**src/rtl/control_fsm_pkg.sv**
```systemverilog
// control_fsm_pkg: definitions shared by the control FSM, alucontrol and the
// datapath benches: opcode constants, ALUOp class codes, FSM state encoding,
// the bundle of datapath control lines and a small opcode helper.
package control_fsm_pkg;

  // Instruction[31:26] opcodes understood by the controller
  localparam logic [5:0] OP_RTYPE = 6'b000000;
  localparam logic [5:0] OP_ADDI  = 6'b001000;
  localparam logic [5:0] OP_BEQ   = 6'b000100;
  localparam logic [5:0] OP_LW    = 6'b100011;
  localparam logic [5:0] OP_SW    = 6'b101011;

  // ALUOp class codes handed to alucontrol
  localparam logic [1:0] ALUOP_ADD   = 2'b00;
  localparam logic [1:0] ALUOP_SUB   = 2'b01;
  localparam logic [1:0] ALUOP_FUNCT = 2'b10;

  typedef enum logic [1:0] {
    ST_IDLE = 2'b00,
    ST_EXEC = 2'b01,
    ST_MEM  = 2'b10,
    ST_HALT = 2'b11
  } state_t;

  typedef struct packed {
    logic       reg_dst;
    logic       alu_src;
    logic       mem_to_reg;
    logic       reg_write;
    logic       mem_read;
    logic       mem_write;
    logic       branch;
    logic [1:0] alu_op;
  } ctrl_t;

  localparam ctrl_t CTRL_NONE = 9'b0_0000_0000;

  // True for the opcodes that need a data-memory access
  function automatic logic is_mem_op(input logic [5:0] op);
    return (op == OP_LW) || (op == OP_SW);
  endfunction

endpackage

```
**src/rtl/control_fsm_wait_timer.sv**
```systemverilog
// wait_timer: counts cycles spent waiting for a memory acknowledge.
//   clk    : clock
//   rst_n  : asynchronous active-low reset
//   clear  : synchronous clear to zero (has priority over enable)
//   enable : count up by one this cycle
//   tc     : high while the count is LIMIT-1, i.e. the increment taken in
//            this cycle makes the count reach LIMIT
module wait_timer #(
  parameter int LIMIT = 15,
  parameter int W     = $clog2(LIMIT + 1)
) (
  input  logic clk,
  input  logic rst_n,
  input  logic clear,
  input  logic enable,
  output logic tc
);

  logic [W-1:0] cnt_r;

  // Wait-cycle counter with synchronous clear.
  always_ff @(posedge clk or negedge rst_n) begin
    if (!rst_n) begin
      cnt_r <= '0;
    end else if (clear) begin
      cnt_r <= '0;
    end else if (enable) begin
      cnt_r <= cnt_r + {{(W-1){1'b0}}, 1'b1};
    end else begin
      cnt_r <= cnt_r;
    end
  end

  assign tc = (cnt_r == W'(LIMIT - 1));

endmodule

```
**src/rtl/control_fsm.sv**
```systemverilog
// control_fsm: multi-cycle controller for a small MIPS-like datapath.
//   clk, reset (async, active-low)
//   OpCode       : Instruction[31:26]
//   mem_ack      : data memory finished the current load/store
//   RegDst..Branch, ALUOp : datapath controls (Mealy decode in EXEC)
//   pc_en        : instruction retires / PC advances at this edge
//   fault        : sticky halt flag, registered
//   instr_count  : wrapping count of retired instructions
// Load/store instructions wait in MEM for mem_ack; a missing ack for
// MEM_TIMEOUT wait cycles, or an unknown opcode, parks the block in HALT
// until reset.
module control_fsm
  import control_fsm_pkg::*;
#(
  parameter int MEM_TIMEOUT = 15,
  parameter int CNT_W       = 16
) (
  input  logic             clk,
  input  logic             reset,
  input  logic [5:0]       OpCode,
  input  logic             mem_ack,
  output logic             RegDst,
  output logic             AluSrc,
  output logic             MemtoReg,
  output logic             RegWrite,
  output logic             MemRead,
  output logic             MemWrite,
  output logic             Branch,
  output logic [1:0]       ALUOp,
  output logic             pc_en,
  output logic             fault,
  output logic [CNT_W-1:0] instr_count
);

  localparam logic [CNT_W-1:0] CNT_ONE = {{(CNT_W-1){1'b0}}, 1'b1};

  state_t           state_r;
  state_t           next_state_s;
  logic [5:0]       op_latched_r;
  logic             fault_r;
  logic [CNT_W-1:0] count_r;
  ctrl_t            ctrl_s;
  logic             pc_en_s;
  logic             wait_clr_s;
  logic             wait_en_s;
  logic             wait_tc_s;

  wait_timer #(.LIMIT(MEM_TIMEOUT)) u_wait_timer (
    .clk    (clk),
    .rst_n  (reset),
    .clear  (wait_clr_s),
    .enable (wait_en_s),
    .tc     (wait_tc_s)
  );

  // Next state, control decode and wait-timer control.
  always_comb begin
    ctrl_s       = CTRL_NONE;
    pc_en_s      = 1'b0;
    next_state_s = state_r;
    // Timer is held at zero outside MEM so it starts from 0 on every entry.
    wait_clr_s   = (state_r != ST_MEM);
    wait_en_s    = 1'b0;
    case (state_r)
      ST_IDLE: begin
        next_state_s = ST_EXEC;
      end
      ST_EXEC: begin
        case (OpCode)
          OP_RTYPE: begin
            ctrl_s.reg_dst   = 1'b1;
            ctrl_s.reg_write = 1'b1;
            ctrl_s.alu_op    = ALUOP_FUNCT;
            pc_en_s          = 1'b1;
          end
          OP_ADDI: begin
            ctrl_s.alu_src   = 1'b1;
            ctrl_s.reg_write = 1'b1;
            ctrl_s.alu_op    = ALUOP_ADD;
            pc_en_s          = 1'b1;
          end
          OP_BEQ: begin
            ctrl_s.branch = 1'b1;
            ctrl_s.alu_op = ALUOP_SUB;
            pc_en_s       = 1'b1;
          end
          OP_LW: begin
            ctrl_s.alu_src  = 1'b1;
            ctrl_s.mem_read = 1'b1;
            ctrl_s.alu_op   = ALUOP_ADD;
            next_state_s    = ST_MEM;
          end
          OP_SW: begin
            ctrl_s.alu_src   = 1'b1;
            ctrl_s.mem_write = 1'b1;
            ctrl_s.alu_op    = ALUOP_ADD;
            next_state_s     = ST_MEM;
          end
          default: begin
            next_state_s = ST_HALT;
          end
        endcase
      end
      ST_MEM: begin
        // Controls come from the latched opcode; OpCode is not looked at.
        ctrl_s.alu_src = 1'b1;
        ctrl_s.alu_op  = ALUOP_ADD;
        if (op_latched_r == OP_LW) begin
          ctrl_s.mem_read = 1'b1;
        end else begin
          ctrl_s.mem_write = 1'b1;
        end
        if (mem_ack) begin
          // Ack beats a simultaneous timeout.
          pc_en_s      = 1'b1;
          next_state_s = ST_EXEC;
          if (op_latched_r == OP_LW) begin
            ctrl_s.mem_to_reg = 1'b1;
            ctrl_s.reg_write  = 1'b1;
          end else begin
            ctrl_s.mem_to_reg = 1'b0;
            ctrl_s.reg_write  = 1'b0;
          end
        end else begin
          wait_en_s = 1'b1;
          if (wait_tc_s) begin
            next_state_s = ST_HALT;
          end else begin
            next_state_s = ST_MEM;
          end
        end
      end
      ST_HALT: begin
        next_state_s = ST_HALT;
      end
      default: begin
        next_state_s = ST_HALT;
      end
    endcase
  end

  // State, latched load/store opcode, sticky fault and retire counter.
  always_ff @(posedge clk or negedge reset) begin
    if (!reset) begin
      state_r      <= ST_IDLE;
      op_latched_r <= 6'b000000;
      fault_r      <= 1'b0;
      count_r      <= '0;
    end else begin
      state_r <= next_state_s;
      if ((state_r == ST_EXEC) && is_mem_op(OpCode)) begin
        op_latched_r <= OpCode;
      end else begin
        op_latched_r <= op_latched_r;
      end
      // Set on the edge that enters HALT, so it is visible in the first HALT cycle.
      if (next_state_s == ST_HALT) begin
        fault_r <= 1'b1;
      end else begin
        fault_r <= fault_r;
      end
      if (pc_en_s) begin
        count_r <= count_r + CNT_ONE;
      end else begin
        count_r <= count_r;
      end
    end
  end

  assign RegDst      = ctrl_s.reg_dst;
  assign AluSrc      = ctrl_s.alu_src;
  assign MemtoReg    = ctrl_s.mem_to_reg;
  assign RegWrite    = ctrl_s.reg_write;
  assign MemRead     = ctrl_s.mem_read;
  assign MemWrite    = ctrl_s.mem_write;
  assign Branch      = ctrl_s.branch;
  assign ALUOp       = ctrl_s.alu_op;
  assign pc_en       = pc_en_s;
  assign fault       = fault_r;
  assign instr_count = count_r;

endmodule

```
**config.mk**
```make
export PLATFORM = sky130hd
export DESIGN_NAME = control_fsm
export DESIGN_NICKNAME = d
export VERILOG_FILES = /design/src/rtl/control_fsm_pkg.sv /design/src/rtl/control_fsm_wait_timer.sv /design/src/rtl/control_fsm.sv
export SDC_FILE = /design/constraint.sdc
export NUM_CORES = 1
export LEC_CHECK = 0
export BUFFER_PORTS_ARGS = -buffer_cell sky130_fd_sc_hd__buf_4
export CORE_MARGIN = 2
export CORE_UTILIZATION = 53
export CTS_BUF_LIST = sky130_fd_sc_hd__clkbuf_8
export DETAILED_ROUTE_END_ITERATION = 16
export HOLD_SLACK_MARGIN = 0.15
export PLACE_DENSITY = 0.91
export SLEW_MARGIN = 20
export SYNTH_ARGS = -nofsm -noshare
export SYNTH_HDL_FRONTEND = slang
export SYNTH_SLANG_ARGS = --single-unit
export TNS_END_PERCENT = 100
```
**constraint.sdc**
```tcl
create_clock -name clk -period 2.8 [get_ports clk]
set_input_delay 0.56 -clock clk [delete_from_list [all_inputs] [get_ports clk]]
set_output_delay 0.56 -clock clk [all_outputs]
set_load 0.005 [all_outputs]
```
# --- After elaboration in Yosys (flattened, before gate mapping) ---
# Cells that the tools add are included.
totals:
  elab_cells: 55
  mem_bits_rw: 0
  memories: 0
  romBits: 0
  ff_bits: 29
  latchBits: 0
  output_inout_bits: 27
classes:
  reduce_logical: 9
  shift: 0
  div_mod_pow: 0
  n_lt_le_gt_ge: 0
  addsub: 2
  eq_ne: 11
  mux: 28
  n_mul: 0
  bitwise_logic: 0
ops:
  columns: ["cell", "count"]
  rows:
  - ["6-bit == test, second input constant", 3]
  - ["16-bit by 1-bit adder with 16-bit output, second input constant", 1]
  - ["1-bit 2-to-1 mux", 16]
  - ["2-bit 2-to-1 mux", 4]
  - ["4-bit 2-to-1 mux", 2]
  - ["2-bit case mux with 2 select lines", 2]
  - ["2-bit case mux with 4 select lines", 1]
  - ["2-bit == test, second input constant", 3]
  - ["6-bit by 3-bit == test with 1-bit output, second input constant", 1]
  - ["6-bit by 4-bit == test with 1-bit output, second input constant", 1]
  - ["6-bit zero test", 1]
  - ["3-bit case mux with 2 select lines", 1]
  - ["3-bit OR reduction", 2]
  - ["4-bit by 1-bit adder with 4-bit output, second input constant", 1]
  - ["4-bit == test, second input constant", 1]
  - ["1-bit case mux with 2 select lines", 2]
  - ["2-bit OR reduction", 2]
  - ["2-bit by 1-bit == test with 1-bit output, second input constant", 1]
  - ["2-bit zero test", 1]
  - ["2-bit inequality test, second input constant", 1]
  - ["2-bit nonzero test", 1]
  - ["1-bit logical AND", 1]
  - ["1-bit logical OR", 1]

# --- Longest topological paths before layout ---
logic_depth:
  ltp_word: 5
  mapped_depth: 7
  ltp_nobuf: 6

# --- Cells and area by module ---
# Synthesis repeated with hierarchy kept, for this count alone.
unflattened:
  hier_cells: 138
  area_unflattened_um2: 1569.0
modules_own_cells:
  columns: ["mod", "seq_area_each_um2", "area_each_um2", "n_inst", "cells_each"]
  rows:
  - ["control_fsm", 625.6, 1348.8, 1, 118]
  - ["wait_timer", 100.1, 220.2, 1, 20]

# --- Least setup slack after synthesis ---
# No wires, ideal clock.
synth_path:
  path_kind: "input to output"
  startpoint: "in OpCode[0]"
  endpoint: "out pc_en"
  setup_slack_ns: 0.574
  cell_stages: 3
  required_time_ns: 2.240
  t_arrival_ns: 1.666
  cell_sequence: "or4_4 -> o32ai_4 -> buf_6"
synth_via:
  elab_chain_len: 4
  word_cells_on_any_way: 6
synth_lines:
  columns: ["element", "line_no", "source"]
  rows:
  - ["start: declaration", "control_fsm.sv:20", "input logic [5:0] OpCode,"]
  - ["6-bit by 3-bit == test with 1-bit output, or another cell as far along", "control_fsm.sv:69", "case (OpCode)"]
  - ["3-bit OR reduction (no source line) (*)", null, null]
  - ["1-bit 2-to-1 mux (*)", "control_fsm.sv:69", null]
  - ["1-bit case mux with 2 select lines (*)", "control_fsm.sv:64", "case (state_r)"]
  - ["end: declaration", "control_fsm.sv:30", "output logic pc_en,"]
# Every way passes the cells marked *; elsewhere a longest branch is shown, timed or not.

# --- Worst setup path in the final report ---
layout_path:
  startpoint: "in OpCode[2]"
  endpoint: "out MemRead"
layout_via:
  elab_chain_len: 3
layout_lines:
  columns: ["element", "line_no", "source"]
  rows:
  - ["6-bit == test", "control_fsm.sv:69", null]
  - ["1-bit 2-to-1 mux", "control_fsm.sv:69", null]
  - ["3-bit case mux with 2 select lines", "control_fsm.sv:64", null]
  - ["end: declaration", "control_fsm.sv:26", "output logic MemRead,"]
# Every way passes these cells.

==> impl_metrics.env <==
export IMPL_setup_viol_count_final=0
export IMPL_highest_layer="met4"
export IMPL_core_um2=2710
export IMPL_cts_sinks=29
export IMPL_hold_path_class="input port to asynchronous set/reset pin"
export IMPL_r2r_end="instr_count[1]"
export IMPL_place_congestion=0.862
export IMPL_postLayoutCellArea_um2=1870
export IMPL_drc=0
export IMPL_switching_power_w=0.000438
export IMPL_end_kind="primary output"
export IMPL_viasPerCell=5.70
export IMPL_dr_wl_met2_um=1570
export IMPL_tightestPinTransition_ps=512
export IMPL_p_per_area_nw_per_um2=716
export IMPL_grt_pass1_vias=1165
export IMPL_postRouteAntennaNets=0
export IMPL_yosysSeqAreaShare_pct=48.9
export IMPL_cts_resized=0
export IMPL_p_sw_share_pct=32.7
export IMPL_clkTransAtPathRegs_ps=60
export IMPL_gr_total_overflow=0
export IMPL_dieArea_um2=3240
export IMPL_cts_root_buf="clkbuf_8"
export IMPL_yosys_warnings=0
export IMPL_layout_commonest_cell="buf_4"
export IMPL_drv_cap=0
export IMPL_syn_area_um2=1490
export IMPL_crit_type="input port to primary output"
export IMPL_antenna_found_initial=0
export IMPL_track_usage_pct=21.7
export IMPL_layout_common_cells="buf_4 (36), dfrtp_1 (29), xnor2_1 (15)"
export IMPL_rsz0062_at_grt="false"
export IMPL_num_vias=1198
export IMPL_r2r_start="state_r[1]"
export IMPL_hpwl_um=2340
export IMPL_drt_met1_wl_um=1330
export IMPL_relSlewSlack_pct=65.4
export IMPL_synth_area_per_cell_um2=10.7
export IMPL_synth_seq_cells=29
export IMPL_worstSetupStartpointType="input port"
export IMPL_start_util_pct=54.8
export IMPL_max_freq_mhz=395
export IMPL_cts_tree="done"
export IMPL_combPwrFrac_pct=31.4
export IMPL_synth_nets=155
export IMPL_wl_met3_um=226
export IMPL_io_buffer_count=35
export IMPL_clock_power_share_pct=27.3
export IMPL_die_h_um=56.9
export IMPL_cts_setup_buffers=0
export IMPL_tns_ps=0
export IMPL_wl_um=3170
export IMPL_clock_latency_ps=270
export IMPL_place_area_um2=1770
export IMPL_clockBufferDepth=2
export IMPL_fill_cells=207
export IMPL_dr_pass1_iters=4
export IMPL_grt_pass1_wl_um=5430
export IMPL_drt_iter0_drc=37
export IMPL_fin_skew_ps=2.94
export IMPL_crit_fanout=9
export IMPL_synth_cell_types=35
export IMPL_status="finished, final reports clean"
export IMPL_rows=19
export IMPL_fin_crit_ps=2530
export IMPL_syn_instance_count=139
export IMPL_area_delta_synth_final_pct=26.1
export IMPL_rrSetupSlack_ps=840
export IMPL_cts_hold_buf=0
export IMPL_pwr_share_seq_pct=41.3
export IMPL_crit_arrival_ps=1970
export IMPL_wire_per_inst_um=15.1
export IMPL_cts_buffers=5
export IMPL_finalHoldViolCount=0
export IMPL_ff2ff_path_depth=6
export IMPL_internal_power_w=0.000903
export IMPL_post_route_period_util_pct=90.4
export IMPL_ir_drop_v=0.000618
export IMPL_layout_drive_gt1_share_pct=27.4
export IMPL_n_antenna_cell=0
export IMPL_h_tree_depth=2
export IMPL_cp_required_ps=2240
export IMPL_final_nets=194
export IMPL_drv_slew=0
export IMPL_io_pin_count=36
export IMPL_grt_max_degree=30
export IMPL_power_leakage_nw=0.909
export IMPL_die_w_um=56.9
final cells by class:
class	count	area (um2)	share of cell area, %
flip-flops and latches	29	726	38.7
multi-input cells	99	711	37.9
repair buffers	36	270	14.4
clock buffers	7	96.3	5.14
well taps	31	38.8	2.07
inverters	7	26.3	1.40
clock inverters	1	5.00	0.267
layer usage:
metal  GRT usage (%)  up-vias
met3            6.12        8
li1                -      565
met5               0        -
met4            7.97        0
met1            26.7      580
met2            36.5       45
per-stage QoR:
stage	power, W	instances	setup WS [ps]	hold WS (ps)	utilization, %
2_1_floorplan	0.000817	139	574	264	-
3_3_place_gp	0.000938	202	430	448	65.4
5_1_grt	0.00143	210	184	218	69.1
4_1_cts	0.00135	210	291	201	69.1
3_5_place_dp	0.000975	202	307	463	65.4
6_report	0.00134	210	270	196	69.1
power groups by stage:
stage	clock [W]	combinational, W	sequential [W]
detailed placement	0	0.000415	0.000560
CTS	0.000377	0.000420	0.000554
floorplan	0	0.000269	0.000549
finish	0.000366	0.000421	0.000554
global route	0.000392	0.000467	0.000568
global placement	0	0.000385	0.000554
logic make-up (layout without fill, tap and decap cells):
kind of cell / Yosys count / count (layout) / synth area share [%]
AOI/OAI and AO/OA: 12 / 12 / 6.66
xor gates and xnor gates: 18 / 18 / 10.6
adders and majority gates: 7 / 7 / 5.90
buffers and inverters: 11 / 51 / 3.29
DFF: 29 / 29 / 48.9
muxes: 1 / 1 / 0.758
and+or+nand+nor: 61 / 61 / 23.9
cell usage after synthesis:
cell	number	share of area (%)
inv_1	7	1.8
or4_4	1	0.76
a21oi_1	3	1.0
a31oi_1	1	0.42
nor2b_1	1	0.42
and2_1	6	2.5
a21o_1	1	0.51
o21ai_0	1	0.34
mux2_2	1	0.76
nand4_2	1	0.84
nor4b_1	1	0.59
a31o_2	1	0.59
nand3_1	9	3.0
o31ai_1	1	0.51
and3_1	6	2.5
o32ai_4	1	1.9
ha_1	7	5.9
nor3_1	2	0.67
o21a_1	1	0.51
nor4bb_1	1	0.67
o22ai_1	1	0.42
or3_1	2	0.84
dfrtp_1	29	49
nand2_1	8	2.0
clkbuf_1	3	0.76
nor4_1	1	0.42
xor2_1	3	1.8
and4_1	2	1.2
buf_6	1	0.76
xnor2_1	15	8.8
nand2b_1	3	1.3
a211oi_1	1	0.51
nand4_1	8	3.4
nor3b_1	2	1.0
nor2_1	7	1.8
how the worst max path moves through the flow:
stage                     slack (ps)  startpoint  cells after the start  endpoint
after detailed placement         310   OpCode[2]                      6   MemRead
after global placement           430   OpCode[2]                      6   MemRead
after CTS                        290   OpCode[2]                      6   MemRead
final                            270   OpCode[2]                      6   MemRead
after global routing             180   OpCode[2]                      6   MemRead
after floorplan                  570   OpCode[0]                      3     pc_en
worst max-delay path: stages:
cell,delay (ps)
buf_4,130
nor4bb_1,490
nand3_1,330
o22ai_1,210
and2_1,150
buf_4,100
registers in the layout, indices dropped and copies added, names as in the netlist:
name,count
state_r,2
fault,1
instr_count,16
u_wait_timer.cnt_r,4
op_latched_r,6
No activity file was read; power rests on OpenSTA's default activity.
